===== src/rtl/fractal_sync_pkg.sv =====
// Shared types for the fractal-sync initiators: response codes and initiator FSM states.
package fractal_sync_pkg;

    typedef enum logic [1:0] {
        SYNC_WAIT = 2'b00,
        SYNC_DONE = 2'b01,
        SYNC_ERR  = 2'b10
    } sync_rsp_e;

    typedef enum logic [1:0] {
        INIT_IDLE,
        INIT_ISSUE,
        INIT_STALL
    } sync_init_state_e;

endpackage


===== src/rtl/fractal_sync_init_fifo.sv =====
// Request FIFO for fractal-sync initiators; refuses pushes while full even if a pop coincides.
module fractal_sync_init_fifo #(
    parameter int DEPTH = 4,
    parameter int WIDTH = 1
) (
    input  logic             clk_i,
    input  logic             rst_i,
    input  logic             push_i,
    input  logic             pop_i,
    input  logic [WIDTH-1:0] data_i,
    output logic             full_o,
    output logic             empty_o,
    output logic [WIDTH-1:0] head_o
);

    localparam int PTR_W = $clog2(DEPTH);

    logic [PTR_W-1:0] r_wr_ptr;
    logic [PTR_W-1:0] r_rd_ptr;
    logic [PTR_W:0]   r_count;
    logic [WIDTH-1:0] r_mem [DEPTH];
    logic             w_push;
    logic             w_pop;

    assign full_o  = (r_count == (PTR_W+1)'(DEPTH));
    assign empty_o = (r_count == '0);
    assign head_o  = r_mem[r_rd_ptr];
    assign w_push  = push_i & ~full_o;
    assign w_pop   = pop_i & ~empty_o;

    always_ff @(posedge clk_i or posedge rst_i) begin
        if (rst_i) begin
            r_wr_ptr <= '0;
            r_rd_ptr <= '0;
            r_count  <= '0;
        end else begin
            if (w_push) r_wr_ptr <= r_wr_ptr + 1'b1;
            if (w_pop)  r_rd_ptr <= r_rd_ptr + 1'b1;
            case ({w_push, w_pop})
                2'b10:   r_count <= r_count + 1'b1;
                2'b01:   r_count <= r_count - 1'b1;
                default: r_count <= r_count;
            endcase
        end
    end

    // Storage carries no reset: only pointers and count decide what is valid.
    always_ff @(posedge clk_i) begin
        if (w_push) r_mem[r_wr_ptr] <= data_i;
    end

endmodule


===== src/rtl/fractal_sync_1d_initiator.sv =====
// Initiator for one 1D fractal-sync RF port: queues barrier requests, strobes the RF, classifies replies.
// Optional saturating response statistics are enabled with FRACTAL_SYNC_INIT_STATS_EN.
module fractal_sync_1d_initiator
    import fractal_sync_pkg::*;
#(
    parameter int ID_WIDTH   = 1,
    parameter int DEPTH      = 4,
    parameter int STAT_WIDTH = 16
) (
    input  logic                  clk_i,
    input  logic                  rst_i,
    input  logic                  req_valid_i,
    output logic                  req_ready_o,
    input  logic [ID_WIDTH-1:0]   req_id_i,
    output logic [ID_WIDTH-1:0]   id_o,
    output logic                  check_o,
    input  logic                  present_i,
    input  logic                  id_err_i,
    input  logic                  bypass_i,
    input  logic                  ignore_i,
    output logic                  rsp_valid_o,
    input  logic                  rsp_ready_i,
    output logic [ID_WIDTH-1:0]   rsp_id_o,
    output logic [1:0]            rsp_code_o,
    output logic [STAT_WIDTH-1:0] stat_done_o,
    output logic [STAT_WIDTH-1:0] stat_wait_o,
    output logic [STAT_WIDTH-1:0] stat_err_o
);

    function automatic sync_rsp_e classify(input logic id_err, input logic bypass,
                                           input logic ignore, input logic present);
        if (id_err)               return SYNC_ERR;
        else if (bypass | ignore) return SYNC_DONE;
        else if (present)         return SYNC_DONE;
        else                      return SYNC_WAIT;
    endfunction

    logic                  w_full;
    logic                  w_empty;
    logic [ID_WIDTH-1:0]   w_head;
    logic                  w_issue;
    sync_rsp_e             w_code;
    sync_init_state_e      w_state;
    logic                  r_rsp_valid;
    logic [ID_WIDTH-1:0]   r_rsp_id;
    sync_rsp_e             r_rsp_code;

    fractal_sync_init_fifo #(
        .DEPTH (DEPTH),
        .WIDTH (ID_WIDTH)
    ) u_fifo (
        .clk_i   (clk_i),
        .rst_i   (rst_i),
        .push_i  (req_valid_i),
        .pop_i   (w_issue),
        .data_i  (req_id_i),
        .full_o  (w_full),
        .empty_o (w_empty),
        .head_o  (w_head)
    );

    assign req_ready_o = ~w_full;
    assign w_code      = classify(id_err_i, bypass_i, ignore_i, present_i);

    // State follows the live FIFO/response-slot condition, so a draining slot issues in the same cycle.
    always_comb begin
        w_state = INIT_IDLE;
        if (!w_empty) begin
            if (!r_rsp_valid || rsp_ready_i) w_state = INIT_ISSUE;
            else                             w_state = INIT_STALL;
        end
    end

    always_comb begin
        check_o = 1'b0;
        id_o    = '0;
        w_issue = 1'b0;
        case (w_state)
            INIT_ISSUE: begin
                check_o = 1'b1;
                id_o    = w_head;
                w_issue = 1'b1;
            end
            INIT_STALL: id_o = w_head;
            default:    ;
        endcase
    end

    always_ff @(posedge clk_i or posedge rst_i) begin
        if (rst_i) begin
            r_rsp_valid <= 1'b0;
            r_rsp_id    <= '0;
            r_rsp_code  <= SYNC_WAIT;
        end else if (w_issue) begin
            r_rsp_valid <= 1'b1;
            r_rsp_id    <= w_head;
            r_rsp_code  <= w_code;
        end else if (rsp_ready_i) begin
            r_rsp_valid <= 1'b0;
        end
    end

    assign rsp_valid_o = r_rsp_valid;
    assign rsp_id_o    = r_rsp_id;
    assign rsp_code_o  = r_rsp_code;

`ifdef FRACTAL_SYNC_INIT_STATS_EN
    function automatic logic [STAT_WIDTH-1:0] sat_inc(input logic [STAT_WIDTH-1:0] v);
        return (&v) ? v : v + 1'b1;
    endfunction

    logic [STAT_WIDTH-1:0] r_stat_done;
    logic [STAT_WIDTH-1:0] r_stat_wait;
    logic [STAT_WIDTH-1:0] r_stat_err;

    always_ff @(posedge clk_i or posedge rst_i) begin
        if (rst_i) begin
            r_stat_done <= '0;
            r_stat_wait <= '0;
            r_stat_err  <= '0;
        end else if (w_issue) begin
            case (w_code)
                SYNC_DONE: r_stat_done <= sat_inc(r_stat_done);
                SYNC_WAIT: r_stat_wait <= sat_inc(r_stat_wait);
                SYNC_ERR:  r_stat_err  <= sat_inc(r_stat_err);
                default:   ;
            endcase
        end
    end

    assign stat_done_o = r_stat_done;
    assign stat_wait_o = r_stat_wait;
    assign stat_err_o  = r_stat_err;
`else
    assign stat_done_o = '0;
    assign stat_wait_o = '0;
    assign stat_err_o  = '0;
`endif

endmodule


===== config.mk =====
export PLATFORM = sky130hd
export DESIGN_NAME = fractal_sync_1d_initiator
export DESIGN_NICKNAME = d
export VERILOG_FILES = /design/src/rtl/fractal_sync_pkg.sv /design/src/rtl/fractal_sync_init_fifo.sv /design/src/rtl/fractal_sync_1d_initiator.sv
export SDC_FILE = /design/constraint.sdc
export NUM_CORES = 1
export LEC_CHECK = 0
export ABC_AREA = 1
export BUFFER_PORTS_ARGS = -buffer_cell sky130_fd_sc_hd__buf_2
export CAP_MARGIN = 25
export CORE_MARGIN = 2
export CORE_UTILIZATION = 47
export CTS_CLUSTER_SIZE = 28
export DETAILED_ROUTE_END_ITERATION = 12
export GPL_ROUTABILITY_DRIVEN = 0
export PLACE_DENSITY_LB_ADDON = 0.15
export SYNTH_ARGS = -nofsm -noshare
export SYNTH_HDL_FRONTEND = slang
export SYNTH_SLANG_ARGS = --single-unit

===== constraint.sdc =====
create_clock -name clk_i -period 3.45 [get_ports clk_i]
set_input_delay 0.345 -clock clk_i [delete_from_list [all_inputs] [get_ports clk_i]]
set_output_delay 0.345 -clock clk_i [all_outputs]
set_load 0.1 [all_outputs]

## Word-level counts from Yosys, hierarchy flattened

Memory sizes are Yosys's and may differ from the RTL's.
Cells that the tools add are included.

- Muxes and demuxes: 12
- Reductions and logical operators: 6
- Add/subtract/negate cells: 4
- Equal/unequal tests: 5
- Bitwise logic cells: 5

Operator list:

| kind | number |
|---|---|
| $mux W1 | 8 |
| $mux W2 | 3 |
| $pmux W3 S2 | 1 |
| $add A2 B1 Y2 const B | 2 |
| $eq A2 B1 Y1 const B | 2 |
| $eq A2 B2 Y1 const B | 2 |
| $reduce_bool A2 Y1 | 2 |
| $add A3 B1 Y3 const B | 1 |
| $eq A3 B3 Y1 const B | 1 |
| $logic_not A3 Y1 | 1 |
| $sub A3 B1 Y3 const B | 1 |
| $and A1 B1 Y1 | 2 |
| $not A1 Y1 | 2 |
| $reduce_or A2 Y1 | 1 |
| $logic_not A1 Y1 | 1 |
| $logic_or A1 B1 Y1 | 1 |
| $or A1 B1 Y1 | 1 |

- Output and inout bits: 55
- Memories: 1
- Bits in writable memories: 4
- Flip-flop bits (word level): 11
- Word-level logic and storage cells: 39

Memory list:

| memory | depth | width | rd ports | clocked after memory_dff | write ports | RTL line | RTL |
|---|---|---|---|---|---|---|---|
| u_fifo.r_mem | 4 | 1 | 1 | 0 | 1 | fractal_sync_init_fifo.sv:21 | `logic [WIDTH-1:0] r_mem [DEPTH];` |

## Depth between registers and ports, before layout

- Depth after elaboration: 9
- Gate-level depth with buffers: 10
- Gate-level depth less buffers: 10

## Hierarchy

From an unflattened synthesis, not the netlist that was laid out.

- Cells, all modules: 148
- Area total of the unflattened synthesis: 1223.7 um2

By module, submodules not included:

| module | cells an instance | instances | area each (um2) |
|---|---|---|---|
| fractal_sync_init_fifo | 74 | 1 | 673.1 |
| fractal_sync_1d_initiator | 74 | 1 | 550.5 |

## Worst setup path after synthesis

No wires, ideal clock.

- Path type: flip-flop to flip-flop
- Start point: register r_rsp_valid (netlist: rsp_valid_o)
- End point: register u_fifo.r_count[2]
- Cell stages (with the launch flop): 10
- Setup slack: 0.467 ns
- Required time: 3.327 ns
- Arrival: 2.860 ns
- Period minus slack after synthesis: 2.983 ns
- Cells stage by stage: dfrtp_1 > inv_1 > nor2_1 > a21oi_2 > ha_1 > inv_1 > fa_1 > nand2_1 > nand3_1 > xor2_1

- Cells in the longest elaborated chain, start to end: 9

RTL lines:

| what | RTL line | RTL |
|---|---|---|
| start, declared | fractal_sync_1d_initiator.sv:44 | `logic r_rsp_valid;` |
| start signal, assigned | fractal_sync_1d_initiator.sv:91 | `r_rsp_valid <= 1'b0;` |
| start signal, assigned | fractal_sync_1d_initiator.sv:95 | `r_rsp_valid <= 1'b1;` |
| start signal, assigned | fractal_sync_1d_initiator.sv:99 | `r_rsp_valid <= 1'b0;` |
| $logic_not A1 Y1 (*) | fractal_sync_1d_initiator.sv:69 | `if (!r_rsp_valid \|\| rsp_ready_i) w_state = INIT_ISSUE;` |
| $logic_or A1 B1 Y1 (*) | fractal_sync_1d_initiator.sv:69 |  |
| $mux W2 (*) | fractal_sync_1d_initiator.sv:69 |  |
| $mux W2 (*) | fractal_sync_1d_initiator.sv:68 | `if (!w_empty) begin` |
| $eq A2 B1 Y1 (*) | n/a |  |
| $mux W1 (*) | n/a |  |
| named net check_o | fractal_sync_1d_initiator.sv:16 | `output logic check_o,` |
| $and A1 B1 Y1 (*) | fractal_sync_init_fifo.sv:29 | `assign w_pop = pop_i & ~empty_o;` |
| $eq A2 B1 Y1 / $eq A2 B2 Y1 (equally long branches) | fractal_sync_init_fifo.sv:39 | `case ({w_push, w_pop})` |
| $pmux W3 S2 / $reduce_bool A2 Y1 (equally long branches) | n/a |  |
| end signal, assigned | fractal_sync_init_fifo.sv:40 | `2'b10: r_count <= r_count + 1'b1;` |
| end signal, assigned | fractal_sync_init_fifo.sv:41 | `2'b01: r_count <= r_count - 1'b1;` |
| end signal, assigned | fractal_sync_init_fifo.sv:42 | `default: r_count <= r_count;` |
| end, declared | fractal_sync_init_fifo.sv:20 | `logic [PTR_W:0] r_count;` |

Mark *: on every way through the listed nets, which the timed path passes. The rest lies on a longest branch.
A chain may end at the register's enable or synchronous reset.

## Worst setup path in the final report

- Start point: register u_fifo.r_count[2]
- End point: output check_o

- Cells in the longest elaborated chain, start to end: 4

RTL lines:

| what | RTL line | RTL |
|---|---|---|
| $logic_not A3 Y1 | fractal_sync_init_fifo.sv:26 | `assign empty_o = (r_count == '0);` |
| $mux W2 | fractal_sync_1d_initiator.sv:68 |  |
| $eq A2 B1 Y1 | fractal_sync_1d_initiator.sv:78 | `case (w_state)` |
| $mux W1 | fractal_sync_1d_initiator.sv:78 |  |
| end, declared | fractal_sync_1d_initiator.sv:16 |  |

No other way between the ends.

==> flow_summary.ini <==
[worst_setup_path]
critPathKind = reg2out
max_stage_delay_ps = 490
required_ps = 3110
crit_chain = inv_2 -> a21oi_2 -> buf_2
cp_num_buf_inv = 2
critPathCaptureType = primary output
worstPathMaxFanout = 5
slowest_stage = buf_2
crit_path_start_kind = register
cpLargestDelayFamily = buffers and inverters
worstPathArrival_ps = 1530

[floorplanning]
dieArea_um2 = 2910
initial_core_util = 0.486
coreArea_um2 = 2410
pin_count = 64
fp.dieH_um = 53.9
rows = 18
die_w_um = 53.9

[timing]
rsz0062_at_grt = false
skew_ps = 2.08
finalCritPeriodShare = 0.544
period_needed_ps = 1880
drv_slew = 0
timing.fmax_mhz = 533
finalHoldViolCount = 0
setup_viol = 0
finalSetupTns_ps = 0

[yosys]
synth_adder_area_share = 0.0705
yosysTopAreaCell = buf_4
syn_inst = 133
synth_compound_area_frac = 0.0203
syn_avg_cell_area_um2 = 8.81
synthMuxAreaShare = 0
synth.top_cell.area_share = 0.308
yosysSeqAreaShare = 0.338
ys_warn_count = 0
synth-simple-area-share = 0.156
synth_top_family_by_area = buffers and inverters
syn_area_um2 = 1170
ys_top_cells_by_area = buf_4, dfrtp_1, edfxtp_1
synth.lib_cells_used.distinct = 23
synth-seq-cells = 15
synth_xor_xnor_area_share = 0.0502

[drt]
drc = 0
routedWlPerCell_um = 7.83
vias = 661
initialDrtViolationCount = 5
dr.pass1.iters = 4
routed_via_density = 3.65
ant_nets = 0
wl_mm = 1.42

[cts]
clkTransAtPathRegs_ps = 90
cts_num_sinks = 15
cts_setup_buffers = 0
root_buffer = clkbuf_4
clkLatencyLatePin_ps = 280
cts_buffer_depth = 2
ctsResizeCount = 0
cts_hold_buf = 0
cts_made_buffers = 3
cts_tree = done
clock_tree.htree_level_count = 1

[global_routing]
antenna_found_initial = 0
gr-total-overflow = 0
grt_pass1_vias = 531
grt_max_degree = 12
grt_pass1_wl_mm = 2.15
grt_usage = 0.107

[layout]
layout_common_cells = conb_1, nand2_1, inv_1, buf_2, dfrtp_1
antenna_cells = 0
nets = 167
layout-drive-gt1-share = 0.185
final_common_cell = conb_1
area_growth_pct = -3.85

[placed_design]
numPortBuffers = 15
dp_hpwl_mm = 1.18

[flow_run]
drv_cap = 0

[run_status]
status = finished, final reports clean

[hold_path]
hp-class = in2async
==> cells in the mapped netlist <==
master    instances
a21oi_2           1
nand2_1          20
a21oi_1           1
fa_1              1
edfxtp_1          4
inv_2             2
inv_1            15
nand3b_1          1
nor2_4            1
o21ai_1           1
nand2_2           1
nand3_1           4
conb_1            1
xor2_2            2
dfrtp_1          11
ha_1              5
xor2_1            1
nor2_1            6
buf_4            48
nand2_4           3
o21ai_0           1
xnor2_1           2
and3_1            1
==> worst reg2reg max path, cell delays in order, from the launching register on <==
cell and delay [ps]:
dfrtp_1 420, inv_2 80, a21oi_2 260, ha_1 210, inv_1 60, fa_1 380, nand2_1 90, nand3_1 90
xor2_1 140
==> sequential cells by signal, indices dropped and copies added, names as in the netlist <==
| register | cells |
|---|---|
| u_fifo.r_wr_ptr | 2 |
| rsp_valid_o | 1 |
| u_fifo.r_mem | 4 |
| rsp_id_o | 1 |
| u_fifo.r_count | 3 |
| u_fifo.r_rd_ptr | 2 |
| rsp_code_o | 2 |
==> path summary, 6_finish.rpt <==
check,slack (ps),cells after the start,start,to
max reg2reg,1600,8,u_fifo.r_count[2],u_fifo.r_count[2]
min reg2reg,480,2,rsp_id_o,rsp_id_o
min,50,2,rst_i,u_fifo.r_count[2]
max,1570,3,u_fifo.r_count[2],check_o
min in group clk_i,270,3,id_err_i,rsp_code_o[1]
max in group asynchronous,3100,2,rst_i,u_fifo.r_count[0]
==> layer usage <==
metal	vias to the layer above	share of wire	global-route usage	wire, µm
li1	336	-	-	-
met4	0	0.0071	0.0256	10
met2	30	0.52	0.195	734
met5	-	0	0	0
met1	293	0.38	0.111	545
met3	2	0.089	0.0472	126
==> cell families (layout without fill, tap and decap cells) <==
logic type | count (synthesis) | in the layout
AO/OA/AOI/OAI | 4 | 4
adder cells (fa/ha/maj) | 6 | 6
other | 1 | 48
buffers and inverters | 65 | 36
XOR/XNOR | 5 | 5
flip-flops | 15 | 15
AND/OR/NAND/NOR | 37 | 37
==> area by class of cell <==
class,count,area [µm²]
fill,241,1280
sequential,15,395
multi-input combinational,100,528
timing repair buffer,15,75.1
inverter,17,63.8
clock buffer,4,26.3
tap,30,37.5
==> through the flow <==
step	worst slack, ps	hold WS, ps	instance area [µm²]	utilization	cells
5_1_grt	1450	87.4	1130	0.467	181
3_5_place_dp	1590	373	1100	0.456	177
6_report	1570	47.5	1130	0.467	181
4_1_cts	1540	56.1	1130	0.467	181
3_3_place_gp	1640	368	1100	0.456	177
2_1_floorplan	467	197	1350	-	180
Power is not shown: default switching activity piles up to over one toggle a cycle in this logic, so the estimate is an artifact.
